--- config.mk ---
export PLATFORM = sky130hd
export DESIGN_NAME = sync_timing_gen
export DESIGN_NICKNAME = d
export VERILOG_FILES = /design/src/rtl/sync_timing_gen.sv
export SDC_FILE = /design/constraint.sdc
export NUM_CORES = 1
export LEC_CHECK = 0
export BUFFER_PORTS_ARGS = -buffer_cell sky130_fd_sc_hd__buf_2
export CAP_MARGIN = 20
export CORE_AREA = 8 8 63 65
export DETAILED_ROUTE_END_ITERATION = 10
export DIE_AREA = 0 0 71 73
export PLACE_DENSITY = 0.75
export SLEW_MARGIN = 0
export SYNTH_ARGS = -nofsm -noshare
export SYNTH_HDL_FRONTEND = slang
export SYNTH_SLANG_ARGS = --single-unit
--- constraint.sdc ---
create_clock -name Clk6 -period 2.9 [get_ports Clk6]
set_input_delay 0.87 -clock Clk6 [delete_from_list [all_inputs] [get_ports Clk6]]
set_output_delay 0.87 -clock Clk6 [all_outputs]
set_load 0.01 [all_outputs]
--- src/rtl/sync_timing_gen.sv ---
// Raster timing generator: pixel/line counters with registered sync, blank,
// frame-start, vertical-blank interrupt and playfield flash outputs.
module sync_timing_gen #(
  parameter int H_TOTAL   = 384,
  parameter int V_TOTAL   = 262,
  parameter int FLASH_DIV = 16
) (
  input  logic       Clk6,
  input  logic       Reset_n,
  input  logic       FlashEn,
  input  logic       IrqAck,
  output logic [8:0] HCount,
  output logic [8:0] VCount,
  output logic       HSync,
  output logic       VSync,
  output logic       HBlank_n,
  output logic       VBlank_n,
  output logic       Flash,
  output logic       FrameStart,
  output logic       VBlankIrq
);

  localparam int              CW     = (FLASH_DIV > 1) ? $clog2(FLASH_DIV) : 1;
  localparam logic [8:0]      H_LAST = 9'(H_TOTAL - 1);
  localparam logic [8:0]      V_LAST = 9'(V_TOTAL - 1);
  localparam logic [CW-1:0]   F_LAST = CW'(FLASH_DIV - 1);

  logic [CW-1:0] frame_cnt;
  logic          h_wrap;
  logic          v_wrap;
  logic [8:0]    h_next;
  logic [8:0]    v_next;

  // Decodes are taken from the next counter values so every registered
  // output lines up with the HCount/VCount it describes.
  always_comb begin
    h_wrap = (HCount == H_LAST);
    v_wrap = h_wrap && (VCount == V_LAST);
    h_next = h_wrap ? 9'd0 : HCount + 9'd1;
    v_next = VCount;
    if (v_wrap) begin
      v_next = 9'd0;
    end else if (h_wrap) begin
      v_next = VCount + 9'd1;
    end
  end

  always_ff @(posedge Clk6 or negedge Reset_n) begin
    if (!Reset_n) begin
      HCount     <= 9'd0;
      VCount     <= 9'd0;
      HSync      <= 1'b0;
      VSync      <= 1'b0;
      HBlank_n   <= 1'b1;
      VBlank_n   <= 1'b1;
      FrameStart <= 1'b0;
    end else begin
      HCount     <= h_next;
      VCount     <= v_next;
      HSync      <= (h_next >= 9'd288) && (h_next <= 9'd319);
      HBlank_n   <= !((h_next >= 9'd256) && (h_next <= 9'd383));
      VSync      <= (v_next >= 9'd232) && (v_next <= 9'd235);
      VBlank_n   <= !((v_next >= 9'd224) && (v_next <= 9'd261));
      FrameStart <= v_wrap;
    end
  end

  // Setting the interrupt takes priority over an acknowledge on the same edge.
  always_ff @(posedge Clk6 or negedge Reset_n) begin
    if (!Reset_n) begin
      VBlankIrq <= 1'b0;
    end else if (h_wrap && (v_next == 9'd224)) begin
      VBlankIrq <= 1'b1;
    end else if (IrqAck) begin
      VBlankIrq <= 1'b0;
    end
  end

  always_ff @(posedge Clk6 or negedge Reset_n) begin
    if (!Reset_n) begin
      frame_cnt <= '0;
      Flash     <= 1'b0;
    end else if (!FlashEn) begin
      frame_cnt <= '0;
      Flash     <= 1'b0;
    end else if (v_wrap) begin
      if (frame_cnt == F_LAST) begin
        frame_cnt <= '0;
        Flash     <= !Flash;
      end else begin
        frame_cnt <= frame_cnt + 1'b1;
      end
    end
  end

endmodule

Yosys cells after proc, flatten, opt, wreduce, memory -nomap -nowiden:

Index checks and enable logic that the tools add are counted.

* bits in registers: 29
* input port bits: 4
* output and inout port bits: 25
* word-level logic and storage cells: 49

* $add $sub $neg: 3
* order comparisons: 8
* equality and inequality tests: 6
* mux-type cells: 11
* reduce and logical (&&, ||, !) cells: 11

Operators with widths (number)
* 9-bit <= comparator, second input constant: 3
* 9-bit 2-to-1 mux: 3
* 9-bit by 1-bit adder with 9-bit output, second input constant: 2
* 9-bit equality test, second input constant: 2
* 9-bit by 8-bit greater-or-equal comparator with 1-bit output, second input constant: 2
* 9-bit greater-or-equal comparator, second input constant: 2
* 4-bit 2-to-1 mux: 3
* 9-bit by 8-bit equality test with 1-bit output, second input constant: 1
* 9-bit by 8-bit <= comparator with 1-bit output, second input constant: 1
* 1-bit logical AND: 6
* 1-bit 2-to-1 mux: 5
* 4-bit by 1-bit adder with 4-bit output, second input constant: 1
* 4-bit equality test, second input constant: 1
* 2-bit by 1-bit inequality test with 1-bit output, second input constant: 2
* 1-bit zero test: 3
* 2-bit AND reduction: 1
* 2-bit nonzero test: 1

Depth between registers and ports, before layout:

* depth after elaboration: 6
* gate-level depth with buffers: 7
* gate-level depth less buffers: 7

Least setup slack after synthesis:

OpenSTA, ideal clock, no wires.

* kind: register to register
* start point: reg VCount[0]
* end point: reg VBlank_n
* library setup time: 0.082 ns
* arrival: 2.340 ns
* required time: 2.818 ns
* setup slack: 0.479 ns
* cell stages (with the launch flop): 7
* path buffers: 0
* period minus slack after synthesis: 2.421 ns
* cells stage by stage: dfrtp_1 > ha_1 > nand3_1 > or4_4 > mux2_4 > a2111o_1 > o31a_1

* cells in the longest elaborated chain, start to end: 6
* elaborated cells between the ends (all ways): 9
* those cells by class: add/sub (1); order compare (2); eq/ne (1); mux (2); reduce/logical (3)

Ends and longest elaborated chain
* start, declared: RTL line 13 `output logic [8:0] VCount,`
* start signal, assigned: RTL line 59 `VCount <= v_next;`
* 9-bit by 1-bit adder with 9-bit output or 9-bit equality test (tied branches): RTL line 44, 38
* 9-bit 2-to-1 mux or 1-bit logical AND (tied branches): RTL line 43, 38
* 9-bit 2-to-1 mux *: RTL line 41 `if (v_wrap) begin`
* 9-bit by 8-bit greater-or-equal comparator with 1-bit output or 9-bit <= comparator (tied branches): RTL line 63 `VBlank_n <= !((v_next >= 9'd224) && (v_next <= 9'd261));`
* 1-bit logical AND *: RTL line 63
* 1-bit zero test *: RTL line 63
* end signal, assigned: RTL line 63
* end, declared: RTL line 17 `output logic VBlank_n,`

Every way passes the cells marked *; elsewhere a longest branch is shown, timed or not.
A chain may end at the register's enable or synchronous reset.

Final worst setup path:

Same ends and word-level chain as after synthesis.

==> impl_metrics.env <==
export IMPL_cp_max_fo=9
export IMPL_synth_top_cell_area_share_pct=44.1
export IMPL_io_pins=29
export IMPL_peakVddDrop_mv=0.238
export IMPL_max_stage_delay_ns=0.54
export IMPL_cts_root_buf="clkbuf_4"
export IMPL_fin_total_pwr_uw=699
export IMPL_dieArea_mm2=0.00518
export IMPL_critPathArrivalTime_ns=2.83
export IMPL_gp_congestion=0.914
export IMPL_grt_setup_unrepaired="false"
export IMPL_initial_core_util_pct=51.9
export IMPL_rr_startpoint="VCount[0]$_DFF_PN0_"
export IMPL_cts_buffers_inserted=5
export IMPL_p_per_area_mw_per_mm2=390
export IMPL_diodes=0
export IMPL_min_to="HCount[0]$_DFF_PN0_"
export IMPL_final_cells=217
export IMPL_die_h_um=73
export IMPL_dp_hpwl_um=2730
export IMPL_yosys_top_cells_area="dfrtp_1, xor2_1, nand2_1"
export IMPL_max_slew_margin_pct=56.7
export IMPL_grt_max_degree=30
export IMPL_netlist_instances=148
export IMPL_drt_iter0_markers=99
export IMPL_place_worst_setup_slack_ns=0.344
export IMPL_grt_use_total_pct=16.0
export IMPL_syn_cell_area_mm2=0.00153
export IMPL_synthDistinctLibCells=46
export IMPL_cts_tree="done"
export IMPL_dr_pass1_iters=4
export IMPL_rows=20
export IMPL_drv_slew=0
export IMPL_postPlaceCellArea_mm2=0.00172
export IMPL_synthArstFlopShare_pct=100
export IMPL_hp_class="reg -> reg"
export IMPL_worst_slew_pin_slew_ns=0.649
export IMPL_rrSetupSlack_ns=0.33
export IMPL_worst_ep_required_time_ns=3.16
export IMPL_p_leak_nw=0.883
export IMPL_cpMaxStageDelayCell="or4_4"
export IMPL_hold_start="HCount[0]$_DFF_PN0_"
export IMPL_crit_family="simple AND/OR/NAND/NOR gates"
export IMPL_worstSetupPathType="reg -> reg"
export IMPL_crit_chain="ha_1 -> nand3_1 -> or4_4 -> mux2_4 -> a2111o_1 -> o31a_1"
export IMPL_ys_seq_area_share_pct=47.5
export IMPL_fmax_mhz=389
export IMPL_syn_area_per_cell_um2=10.3
export IMPL_worstReg2RegEnd="VBlank_n$_DFF_PN1_"
export IMPL_vias=1302
export IMPL_remaining_drc_errors=0
export IMPL_wl_per_cell_um=17.1
export IMPL_synth_seq_cells=29
export IMPL_wl_um=3710
export IMPL_area_growth_synth_to_final_pct=17.0
export IMPL_final_cell_mix="buf_2, dfrtp_1, nand2_1, nor2_1"
export IMPL_synth_nets=156
export IMPL_clockBufferDepth=2
export IMPL_cts_resized=0
export IMPL_fin_skew_ns=0.0129
export IMPL_final_common_cell="buf_2"
export IMPL_fin_tns_setup_ns=0
export IMPL_path_depth=6
export IMPL_timing_final_crit_period_ns=2.57
export IMPL_cts_hold_buffers_added=0
export IMPL_synth_edf_count=0
export IMPL_crit_buf_inv=0
export IMPL_status="complete, no violations"
export IMPL_grt_overflow=0
export IMPL_min_period_over_period_pct=88.6
export IMPL_synth_area_leader_cell="dfrtp_1"
export IMPL_ant_nets=0
export IMPL_reg2regPathDepth=6
export IMPL_synth_warnings=0
export IMPL_cts_max_level=2
export IMPL_antenna_found_initial=0
export IMPL_clock_sinks=29
export IMPL_startpoint_type="flop"
export IMPL_layout_setup_ws_ns=0.331
export IMPL_grt_pass1_wl_um=6440
export IMPL_fin_nets=191
export IMPL_hold_viol_final=0
export IMPL_final_cell_area_mm2=0.00179
export IMPL_clkTransAtPathRegs_ns=0.09
export IMPL_maxCapViolCount=0
export IMPL_setup_violations_final=0
export IMPL_drive_above_1_share_pct=26.1
export IMPL_synth_top_flop_cell="dfrtp_1"
export IMPL_holdPathStages=1
export IMPL_coreArea_mm2=0.00295
export IMPL_place_inst=209
export IMPL_fp_dieW_um=71
export IMPL_io_buffers=28
export IMPL_vias_per_cell=6.00
export IMPL_grt_pass1_vias=1319
export IMPL_postCtsSetupBuffers=0
export IMPL_crit_path_end_kind="flop"
export IMPL_clock_latency_ns=0.33
[where the power goes]
part                  switching, mW  internal [mW]  leakage, nW
logic                       0.00835        0.00214        0.458
clock network                 0.144          0.140       0.0413
registers      0.000000000000000116          0.404        0.384
total                         0.153          0.547        0.883
[area by class of cell]
cell class | count | area [um2]
flip-flops and latches | 29 | 728
fillers | 270 | 1160
clock inverters | 1 | 5.00
inverters | 3 | 11.3
clock buffers | 7 | 65.1
multi-input cells | 113 | 778
well taps | 33 | 41.3
repair buffers | 31 | 163
[logic make-up (layout without fill, tap and decap cells)]
logic type | after synthesis | after routing | share of synthesized area (%)
buffers and inverters | 6 | 42 | 1.63
AND/OR/NAND/NOR | 64 | 64 | 25.0
flip-flops | 29 | 29 | 47.5
AO/OA/AOI/OAI | 29 | 29 | 12.8
multiplexers | 3 | 3 | 2.29
XOR/XNOR | 13 | 13 | 7.43
adder cells (fa/ha/maj) | 4 | 4 | 3.27
[cells in the mapped netlist, types with 2 or more instances]
cell type / count
mux2i_1: 2
nand4_1: 3
nand2_1: 15
nand3_1: 9
a211oi_1: 2
xnor2_1: 4
and2_1: 4
nor4_1: 3
nand2b_1: 3
and4_2: 2
dfstp_2: 2
o211ai_1: 2
nor2b_1: 2
inv_1: 3
ha_1: 4
nor2_1: 10
dfrtp_1: 27
xor2_1: 9
o31ai_1: 4
a21oi_1: 3
o21ai_0: 9
buf_2: 2
[worst max-delay path by stage]
stage / end / slack [ns] / from
after global routing: VBlank_n$_DFF_PN1_ / 0.20 / VCount[0]$_DFF_PN0_
after global placement: VBlank_n$_DFF_PN1_ / 0.44 / VCount[0]$_DFF_PN0_
after CTS: VBlank_n$_DFF_PN1_ / 0.34 / VCount[0]$_DFF_PN0_
after floorplan: VBlank_n$_DFF_PN1_ / 0.48 / VCount[0]$_DFF_PN0_
final: VBlank_n$_DFF_PN1_ / 0.33 / VCount[0]$_DFF_PN0_
after detailed placement: VBlank_n$_DFF_PN1_ / 0.34 / VCount[0]$_DFF_PN0_
[through the flow]
step	hold slack (ns)	util (%)
final	0.506	60.7
after global routing	0.529	60.7
after CTS	0.508	60.7
after detailed placement	0.494	58.3
after global placement	0.479	58.3
after floorplan	0.521	-
[registers in the layout (all words and copies together), names as in the netlist]
| signal | cells |
|---|---|
| HBlank_n | 1 |
| VCount | 9 |
| HSync | 1 |
| Flash | 1 |
| VBlankIrq | 1 |
| frame_cnt | 4 |
| FrameStart | 1 |
| VBlank_n | 1 |
| VSync | 1 |
| HCount | 9 |
[routing by layer]
layer / vias to the layer above / wire length [um] / global-route usage [%]
li1: 616 / - / -
met1: 644 / 1620 / 18.8
met2: 40 / 1860 / 25.3
met3: 2 / 201 / 6.59
met4: 0 / 25 / 6.24
met5: - / 0 / 0
No activity file was read; power rests on OpenSTA's default activity.
